==> src/rtl/bp_update_queue_if.sv <==
// bp_update_queue_if: bundles the fetch-side push, the execute-side resolve,
// the chooser update strobe and the status outputs of bp_update_queue.
//   slave  : the queue (drives full, count, upd_*, underflow_err, stat_*)
//   master : the pipeline (drives stall, flush, push_*, resolve_*)
// stat_* are always present; they read 0 unless the queue is built with
// BPQ_STATS_EN.
interface bp_update_queue_if #(
  parameter int DEPTH  = 4,
  parameter int PHT_AW = 8
);
  logic                     stall;
  logic                     flush;
  logic                     push_valid;
  logic [PHT_AW-1:0]        push_addr;
  logic                     push_gh_pred;
  logic                     push_lh_pred;
  logic                     push_method;
  logic                     full;
  logic [$clog2(DEPTH):0]   count;
  logic                     resolve_valid;
  logic                     resolve_taken;
  logic                     upd_valid;
  logic [PHT_AW-1:0]        upd_addr;
  logic                     upd_gh_correct;
  logic                     upd_lh_correct;
  logic                     upd_mispredict;
  logic                     underflow_err;
  logic [31:0]              stat_resolves;
  logic [31:0]              stat_mispred;

  modport slave (
    input  stall, flush, push_valid, push_addr, push_gh_pred, push_lh_pred,
           push_method, resolve_valid, resolve_taken,
    output full, count, upd_valid, upd_addr, upd_gh_correct, upd_lh_correct,
           upd_mispredict, underflow_err, stat_resolves, stat_mispred
  );

  modport master (
    output stall, flush, push_valid, push_addr, push_gh_pred, push_lh_pred,
           push_method, resolve_valid, resolve_taken,
    input  full, count, upd_valid, upd_addr, upd_gh_correct, upd_lh_correct,
           upd_mispredict, underflow_err, stat_resolves, stat_mispred
  );
endinterface

==> src/rtl/bp_update_queue.sv <==
// bp_update_queue: in-order queue of predicted branches awaiting resolution.
// Each entry remembers the chooser index and both component predictions; when
// execute resolves the oldest branch, the entry is popped and, one cycle later,
// a chooser update (correctness of each predictor, mispredict of the chosen
// one) is emitted.
// Ports:
//   clk  - rising-edge clock
//   rst  - asynchronous active-high reset
//   bus  - bp_update_queue_if.slave (stall/flush, push, resolve, update,
//          full/count, sticky underflow_err, stat counters)
// Build option: define BPQ_STATS_EN to enable the 32-bit resolve/mispredict
// counters; otherwise stat_resolves/stat_mispred are tied to 0.
module bp_update_queue #(
  parameter int DEPTH  = 4,
  parameter int PHT_AW = 8
) (
  input logic               clk,
  input logic               rst,
  bp_update_queue_if.slave  bus
);

  localparam int PW = (DEPTH > 1) ? $clog2(DEPTH) : 1;
  localparam int CW = PW + 1;

  typedef struct packed {
    logic [PHT_AW-1:0] addr;
    logic              gh_pred;
    logic              lh_pred;
    logic              method;
  } entry_t;

  entry_t            mem_q [DEPTH];
  logic [PW-1:0]     wr_ptr_q, wr_ptr_d;
  logic [PW-1:0]     rd_ptr_q, rd_ptr_d;
  logic [CW-1:0]     count_q, count_d;
  logic              upd_valid_q, upd_valid_d;
  logic [PHT_AW-1:0] upd_addr_q, upd_addr_d;
  logic              upd_gh_correct_q, upd_gh_correct_d;
  logic              upd_lh_correct_q, upd_lh_correct_d;
  logic              upd_mispredict_q, upd_mispredict_d;
  logic              underflow_q, underflow_d;

  logic   active;
  logic   empty;
  logic   is_full;
  logic   pop;
  logic   push;
  logic   chosen;
  entry_t head;
  entry_t new_entry;

  always_comb begin
    active    = ~bus.stall;
    empty     = (count_q == '0);
    is_full   = (count_q == CW'(DEPTH));
    head      = mem_q[rd_ptr_q];
    chosen    = head.method ? head.lh_pred : head.gh_pred;
    pop       = bus.resolve_valid & active & ~empty;
    // A full queue still accepts a push when the head leaves in the same cycle.
    push      = bus.push_valid & active & ~bus.flush & (~is_full | pop);
    new_entry = '{addr:    bus.push_addr,
                  gh_pred: bus.push_gh_pred,
                  lh_pred: bus.push_lh_pred,
                  method:  bus.push_method};

    wr_ptr_d         = wr_ptr_q;
    rd_ptr_d         = rd_ptr_q;
    count_d          = count_q;
    upd_valid_d      = pop;
    upd_addr_d       = upd_addr_q;
    upd_gh_correct_d = upd_gh_correct_q;
    upd_lh_correct_d = upd_lh_correct_q;
    upd_mispredict_d = upd_mispredict_q;
    underflow_d      = underflow_q | (bus.resolve_valid & active & empty);

    if (push) wr_ptr_d = wr_ptr_q + 1'b1;
    if (pop)  rd_ptr_d = rd_ptr_q + 1'b1;

    unique case ({push, pop})
      2'b10:   count_d = count_q + 1'b1;
      2'b01:   count_d = count_q - 1'b1;
      default: count_d = count_q;
    endcase

    // Flush still lets the head's update go out, then empties the queue.
    // The write pointer never moves on a flush cycle since push is blocked.
    if (active && bus.flush) begin
      rd_ptr_d = wr_ptr_q;
      count_d  = '0;
    end

    if (pop) begin
      upd_addr_d       = head.addr;
      upd_gh_correct_d = (head.gh_pred == bus.resolve_taken);
      upd_lh_correct_d = (head.lh_pred == bus.resolve_taken);
      upd_mispredict_d = (chosen != bus.resolve_taken);
    end
  end

  always_ff @(posedge clk) begin
    if (push) mem_q[wr_ptr_q] <= new_entry;
  end

  always_ff @(posedge clk or posedge rst) begin
    if (rst) begin
      wr_ptr_q         <= '0;
      rd_ptr_q         <= '0;
      count_q          <= '0;
      upd_valid_q      <= 1'b0;
      upd_addr_q       <= '0;
      upd_gh_correct_q <= 1'b0;
      upd_lh_correct_q <= 1'b0;
      upd_mispredict_q <= 1'b0;
      underflow_q      <= 1'b0;
    end else begin
      wr_ptr_q         <= wr_ptr_d;
      rd_ptr_q         <= rd_ptr_d;
      count_q          <= count_d;
      upd_valid_q      <= upd_valid_d;
      upd_addr_q       <= upd_addr_d;
      upd_gh_correct_q <= upd_gh_correct_d;
      upd_lh_correct_q <= upd_lh_correct_d;
      upd_mispredict_q <= upd_mispredict_d;
      underflow_q      <= underflow_d;
    end
  end

`ifdef BPQ_STATS_EN
  logic [31:0] stat_resolves_q, stat_resolves_d;
  logic [31:0] stat_mispred_q, stat_mispred_d;

  // Counted at the pop itself; flush does not touch them.
  always_comb begin
    stat_resolves_d = stat_resolves_q;
    stat_mispred_d  = stat_mispred_q;
    if (pop) begin
      stat_resolves_d = stat_resolves_q + 32'd1;
      if (chosen != bus.resolve_taken) stat_mispred_d = stat_mispred_q + 32'd1;
    end
  end

  always_ff @(posedge clk or posedge rst) begin
    if (rst) begin
      stat_resolves_q <= '0;
      stat_mispred_q  <= '0;
    end else begin
      stat_resolves_q <= stat_resolves_d;
      stat_mispred_q  <= stat_mispred_d;
    end
  end

  assign bus.stat_resolves = stat_resolves_q;
  assign bus.stat_mispred  = stat_mispred_q;
`else
  assign bus.stat_resolves = 32'd0;
  assign bus.stat_mispred  = 32'd0;
`endif

  assign bus.full           = is_full;
  assign bus.count          = count_q;
  assign bus.upd_valid      = upd_valid_q;
  assign bus.upd_addr       = upd_addr_q;
  assign bus.upd_gh_correct = upd_gh_correct_q;
  assign bus.upd_lh_correct = upd_lh_correct_q;
  assign bus.upd_mispredict = upd_mispredict_q;
  assign bus.underflow_err  = underflow_q;

endmodule
==> src/flat_wrapper.sv <==
// flat-port wrapper written by rule: the top's interface ports become plain ports
module bp_update_queue_flat 
#(
  parameter int DEPTH  = 4,
  parameter int PHT_AW = 8
)
  (clk, rst, bus_stall, bus_flush, bus_push_valid, bus_push_addr, bus_push_gh_pred, bus_push_lh_pred, bus_push_method, bus_resolve_valid, bus_resolve_taken, bus_full, bus_count, bus_upd_valid, bus_upd_addr, bus_upd_gh_correct, bus_upd_lh_correct, bus_upd_mispredict, bus_underflow_err, bus_stat_resolves, bus_stat_mispred);
  bp_update_queue_if #(.DEPTH(DEPTH), .PHT_AW(PHT_AW)) bus_i ();
  input logic clk;
  input logic rst;
  input wire logic [$bits(bus_i.stall)-1:0] bus_stall;
  input wire logic [$bits(bus_i.flush)-1:0] bus_flush;
  input wire logic [$bits(bus_i.push_valid)-1:0] bus_push_valid;
  input wire logic [$bits(bus_i.push_addr)-1:0] bus_push_addr;
  input wire logic [$bits(bus_i.push_gh_pred)-1:0] bus_push_gh_pred;
  input wire logic [$bits(bus_i.push_lh_pred)-1:0] bus_push_lh_pred;
  input wire logic [$bits(bus_i.push_method)-1:0] bus_push_method;
  input wire logic [$bits(bus_i.resolve_valid)-1:0] bus_resolve_valid;
  input wire logic [$bits(bus_i.resolve_taken)-1:0] bus_resolve_taken;
  output wire logic [$bits(bus_i.full)-1:0] bus_full;
  output wire logic [$bits(bus_i.count)-1:0] bus_count;
  output wire logic [$bits(bus_i.upd_valid)-1:0] bus_upd_valid;
  output wire logic [$bits(bus_i.upd_addr)-1:0] bus_upd_addr;
  output wire logic [$bits(bus_i.upd_gh_correct)-1:0] bus_upd_gh_correct;
  output wire logic [$bits(bus_i.upd_lh_correct)-1:0] bus_upd_lh_correct;
  output wire logic [$bits(bus_i.upd_mispredict)-1:0] bus_upd_mispredict;
  output wire logic [$bits(bus_i.underflow_err)-1:0] bus_underflow_err;
  output wire logic [$bits(bus_i.stat_resolves)-1:0] bus_stat_resolves;
  output wire logic [$bits(bus_i.stat_mispred)-1:0] bus_stat_mispred;
  assign bus_i.stall = bus_stall;
  assign bus_i.flush = bus_flush;
  assign bus_i.push_valid = bus_push_valid;
  assign bus_i.push_addr = bus_push_addr;
  assign bus_i.push_gh_pred = bus_push_gh_pred;
  assign bus_i.push_lh_pred = bus_push_lh_pred;
  assign bus_i.push_method = bus_push_method;
  assign bus_i.resolve_valid = bus_resolve_valid;
  assign bus_i.resolve_taken = bus_resolve_taken;
  assign bus_full = bus_i.full;
  assign bus_count = bus_i.count;
  assign bus_upd_valid = bus_i.upd_valid;
  assign bus_upd_addr = bus_i.upd_addr;
  assign bus_upd_gh_correct = bus_i.upd_gh_correct;
  assign bus_upd_lh_correct = bus_i.upd_lh_correct;
  assign bus_upd_mispredict = bus_i.upd_mispredict;
  assign bus_underflow_err = bus_i.underflow_err;
  assign bus_stat_resolves = bus_i.stat_resolves;
  assign bus_stat_mispred = bus_i.stat_mispred;
  bp_update_queue #(.DEPTH(DEPTH), .PHT_AW(PHT_AW)) u_core (.clk(clk), .rst(rst), .bus(bus_i));
endmodule
==> config.mk <==
export PLATFORM = sky130hd
export DESIGN_NAME = bp_update_queue_flat
export DESIGN_NICKNAME = d
export VERILOG_FILES = /design/src/rtl/bp_update_queue_if.sv /design/src/rtl/bp_update_queue.sv /design/src/flat_wrapper.sv
export SDC_FILE = /design/constraint.sdc
export NUM_CORES = 1
export LEC_CHECK = 0
export CORE_MARGIN = 4
export CORE_UTILIZATION = 30
export CTS_BUF_LIST = sky130_fd_sc_hd__clkbuf_8
export CTS_CLUSTER_SIZE = 25
export DETAILED_ROUTE_END_ITERATION = 10
export GPL_TIMING_DRIVEN = 0
export PLACE_DENSITY = 0.56
export REMOVE_ABC_BUFFERS = 1
export SLEW_MARGIN = 20
export SYNTH_ARGS = -nofsm -noshare
export SYNTH_HDL_FRONTEND = slang
export SYNTH_SLANG_ARGS = --single-unit
export TNS_END_PERCENT = 100
==> constraint.sdc <==
create_clock -name clk -period 2.1 [get_ports clk]
set_clock_uncertainty 0.2 [all_clocks]
set_input_delay 0.315 -clock clk [delete_from_list [all_inputs] [get_ports clk]]
set_output_delay 0.315 -clock clk [all_outputs]
set_load 0.02 [all_outputs]
==> impl_metrics.yaml <==
global_routing:
  global_route_wire_length_before_repair_um: 7730
  grt_start_max_net_pins: 21
  aggregate_global_routing_overflow: 0
  global_route.usage.total_pct: 9.03
  grt_pass1_vias: 1449
  grt_antenna_before_repair: 0
sta:
  setup_tns_ns: 0
  fin_crit_sh_pct: 99.5
  post-route-min-period_ns: 2.09
  setup_viol: 0
  max_clock_freq_mhz: 478
  drv_slew: 0
  rsz0062_at_grt: "yes"
  slew_headroom_pct: 43.9
  worstMarginPinSlew_ns: 0.841
  finalHoldViolCount: 0
die:
  die_y_um: 110
  fp.dieW_um: 110
  num_rows: 36
  effective_utilization_at_floorplan_pct: 31.3
  area_of_the_die_mm2: 0.0120
  core_ar_mm2: 0.00991
  pin_count: 99
place:
  place_area_mm2: 0.00333
  place_congestion: 0.711
  hpwl_um: 3560
  portBuffers: 34
yosys:
  postSynthCellCount: 226
  post_synth_xor_xnor_area_pct: 1.70
  synth_top_family_by_area: "buffers and inverters"
  yosysWarningCount: 0
  synth_largest_type_area_fraction_pct: 42.6
  synth_top_area_cells: "sky130_fd_sc_hd__edfxtp_1 (43%), sky130_fd_sc_hd__dfrtp_1 (16%), sky130_fd_sc_hd__buf_4 (16%)"
  synth_area_per_cell_um2: 13.7
  syn-cell-area_mm2: 0.00310
  yosys.area.top_type: "sky130_fd_sc_hd__edfxtp_1"
  synth_seq_area_share_pct: 58.8
  yosys.area_share.adder_pct: 2.26
  synth.ff_latch_count: 64
  synth_compound_gate_area_share_pct: 2.58
  synth.lib_cells_used.distinct: 35
  post_synth_mux_area_share_pct: 9.53
  synth_simple_gate_area_share_pct: 7.83
job:
  cap_viol_max_count: 0
critical_path:
  endpoint_kind: "flop"
  critical_path_buffer_and_inverter_count: 1
  setup.worst_path.class: "input port to flop"
  path_cells: "clkdlybuf4s50_1 -> nor3b_4 -> or3_4 -> fa_2 -> mux2i_4 -> mux2_4"
  cp-start-kind: "input port"
  critPathArrivalTime_ns: 2.11
  timing.critical_path.max_delay_family: "simple AND/OR/NAND/NOR gates"
  crit_fanout: 3
  critical_path.slowest_cell: "sky130_fd_sc_hd__clkdlybuf4s50_1"
  crit_path_max_incr_delay_ns: 0.40
  crit_required_ns: 2.12
run_status:
  outcome: "completed"
clocking:
  clock_sink_count: 64
  ctsHoldBuffers: 0
  max-clock-path-buffers: 2
  htreeDepth: 3
  cts_buffers: 9
  tritoncts_clock_tree: "done"
  clk_pin_slew_ns: 0.07
  clock_latency_ns: 0.33
  cts-root-buf: "sky130_fd_sc_hd__clkbuf_8"
layout:
  filler_cell_count: 958
  drive_above_1_share_pct: 15.3
  multi_input_comb_area_mm2: 0.00102
  final-seq-area_mm2: 0.00183
  finish.instance_area_mm2: 0.00357
  syn2layout_area_growth_pct: 15.1
  layout_net_count: 293
  antenna_cells_inserted: 0
power:
  pwr_density_cell_mw_per_mm2: 1130
  ir_drop_v: 0.000469
  standby_leakage_power_nw: 1.45
drt:
  drt_pass1_iterations: 4
  met1Wirelength_um: 2000
  met2RoutedLength_um: 2630
  via_count: 1591
  wl_per_cell_um: 12.8
  detail_route.drc_violations: 0
  detail_route.wirelength_um: 5220
  post_drt_via_cell_ratio: 3.90
  dr.max_layer_used: "met4"
  dr_wl_met3_um: 524
  detailedRoute.firstIterationViolations: 32
  drt.antenna.violating_nets: 0
hold_path:
  hp-class: "input port to async pin"
registers in the layout (all words and copies together), names as in the netlist:
signal,cells
u_core.bus.upd_lh_correct,1
u_core.bus.upd_mispredict,1
u_core.bus.upd_gh_correct,1
u_core.bus.upd_valid,1
u_core.bus.upd_addr,8
u_core.rd_ptr_q,2
u_core.bus.count,3
u_core.wr_ptr_q,2
u_core.bus.underflow_err,1
u_core.mem_q,44
where the power goes:
group,internal (mW),leakage [nW],switching (mW)
registers,1.58,0.638,0.248
logic,0.680,0.731,0.679
clock network,0.405,0.0841,0.430
cell usage after synthesis:
library cell and n:
sky130_fd_sc_hd__a311oi_1 1, sky130_fd_sc_hd__xnor2_1 2, sky130_fd_sc_hd__a21o_1 1, sky130_fd_sc_hd__dfrtp_1 20, sky130_fd_sc_hd__buf_4 64, sky130_fd_sc_hd__buf_2 3, sky130_fd_sc_hd__o211ai_4 1, sky130_fd_sc_hd__inv_2 1
sky130_fd_sc_hd__edfxtp_1 44, sky130_fd_sc_hd__xor2_1 4, sky130_fd_sc_hd__inv_1 5, sky130_fd_sc_hd__o21ai_1 1, sky130_fd_sc_hd__mux2i_4 1, sky130_fd_sc_hd__nand2b_1 1, sky130_fd_sc_hd__nor3b_2 1, sky130_fd_sc_hd__a21boi_1 1
sky130_fd_sc_hd__o21ai_0 5, sky130_fd_sc_hd__nor3_1 2, sky130_fd_sc_hd__nand3_1 1, sky130_fd_sc_hd__fa_1 1, sky130_fd_sc_hd__clkbuf_1 1, sky130_fd_sc_hd__and3_1 6, sky130_fd_sc_hd__mux2_4 1, sky130_fd_sc_hd__mux4_2 11
sky130_fd_sc_hd__or3_1 2, sky130_fd_sc_hd__and2_1 1, sky130_fd_sc_hd__ha_1 4, sky130_fd_sc_hd__or4b_4 1, sky130_fd_sc_hd__nand2_1 31, sky130_fd_sc_hd__buf_6 1, sky130_fd_sc_hd__nor2_1 1, sky130_fd_sc_hd__mux2i_1 1
sky130_fd_sc_hd__a21oi_1 1, sky130_fd_sc_hd__conb_1 1, sky130_fd_sc_hd__nor2b_1 3
layout make-up:
cell class,instances,share of cell area (%)
Sequential cell,64,51.3
Multi-Input combinational cell,150,28.5
Timing Repair Buffer,39,10.6
Tap cell,133,4.67
Clock buffer,9,3.47
Clock inverter,7,0.877
Inverter,6,0.632
stage by stage:
step / util (%) / worst slack, ns / hold WS (ns) / cells / power (mW)
floorplan: - / -0.294 / 0.0788 / 220 / 2.65
global placement: 33.6 / -0.675 / 0.263 / 387 / 3.14
detailed placement: 33.6 / -0.686 / 0.263 / 387 / 3.15
CTS: 35.6 / -0.0552 / 0.285 / 405 / 4.03
global route: 36.0 / -0.0125 / 0.305 / 408 / 4.31
finish: 36.0 / 0.00979 / 0.259 / 408 / 4.02
metal layers:
metal	GRT usage (%)	vias to the layer above
li1	-	743
met1	10.9	759
met2	14.2	82
met3	3.93	7
met4	3.47	0
met5	0	-
final timing paths:
path | depth (start not counted) | slack, ns | start | endpoint
max | 6 | 0.01 | bus_push_valid | u_core.bus.count[2]
max reg2reg | 5 | 0.03 | u_core.bus.count[1] | u_core.bus.count[2]
min | 2 | 0.26 | rst | u_core.bus.upd_lh_correct
max in group asynchronous | 2 | 0.83 | rst | u_core.rd_ptr_q[0]
min in group clk | 2 | 0.28 | u_core.bus.upd_gh_correct | u_core.bus.upd_gh_correct
min reg2reg | 2 | 0.28 | u_core.bus.upd_gh_correct | u_core.bus.upd_gh_correct
timing repair:
action / 4_1_cts / 5_1_grt
pin swaps: 1 / 3
resized for setup: 11 / 5
cloned: 0 / 0
buffers inserted: 2 / 3
setup endpoints to repair: 51 / 3
cell usage in the layout (no fill, tap or decap), types with 2 or more instances in the layout:
master | Yosys | final
sky130_fd_sc_hd__clkinv_1 | 0 | 3
sky130_fd_sc_hd__nor2b_1 | 3 | 3
sky130_fd_sc_hd__dfrtp_1 | 20 | 16
sky130_fd_sc_hd__and3_1 | 6 | 6
sky130_fd_sc_hd__clkdlybuf4s50_1 | 0 | 30
sky130_fd_sc_hd__conb_1 | 1 | 64
sky130_fd_sc_hd__dfrtp_2 | 0 | 3
sky130_fd_sc_hd__inv_1 | 5 | 7
sky130_fd_sc_hd__xnor2_1 | 2 | 2
sky130_fd_sc_hd__nand2_1 | 31 | 30
sky130_fd_sc_hd__mux4_2 | 11 | 11
sky130_fd_sc_hd__xor2_1 | 4 | 4
sky130_fd_sc_hd__clkbuf_8 | 0 | 9
sky130_fd_sc_hd__edfxtp_1 | 44 | 44
sky130_fd_sc_hd__dlygate4sd2_1 | 0 | 3
sky130_fd_sc_hd__buf_4 | 64 | 5
sky130_fd_sc_hd__ha_1 | 4 | 4
sky130_fd_sc_hd__o21ai_0 | 5 | 5
worst register-to-register path, stage by stage, from the launching register on:
cell and delay (ns):
sky130_fd_sc_hd__dfrtp_2 0.42, sky130_fd_sc_hd__nor3_4 0.07, sky130_fd_sc_hd__or3_4 0.38, sky130_fd_sc_hd__fa_2 0.39, sky130_fd_sc_hd__mux2i_4 0.20, sky130_fd_sc_hd__mux2_4 0.30
kinds of logic after synthesis:
kind of cell / Yosys count
AO/OA/AOI/OAI: 11
XOR/XNOR: 6
adder cells (fa/ha/maj): 5
buffers and inverters: 75
flip-flops: 64
multiplexers: 14
other: 1
AND/OR/NAND/NOR: 50
Note: power is estimated with default switching activity, not from simulation.
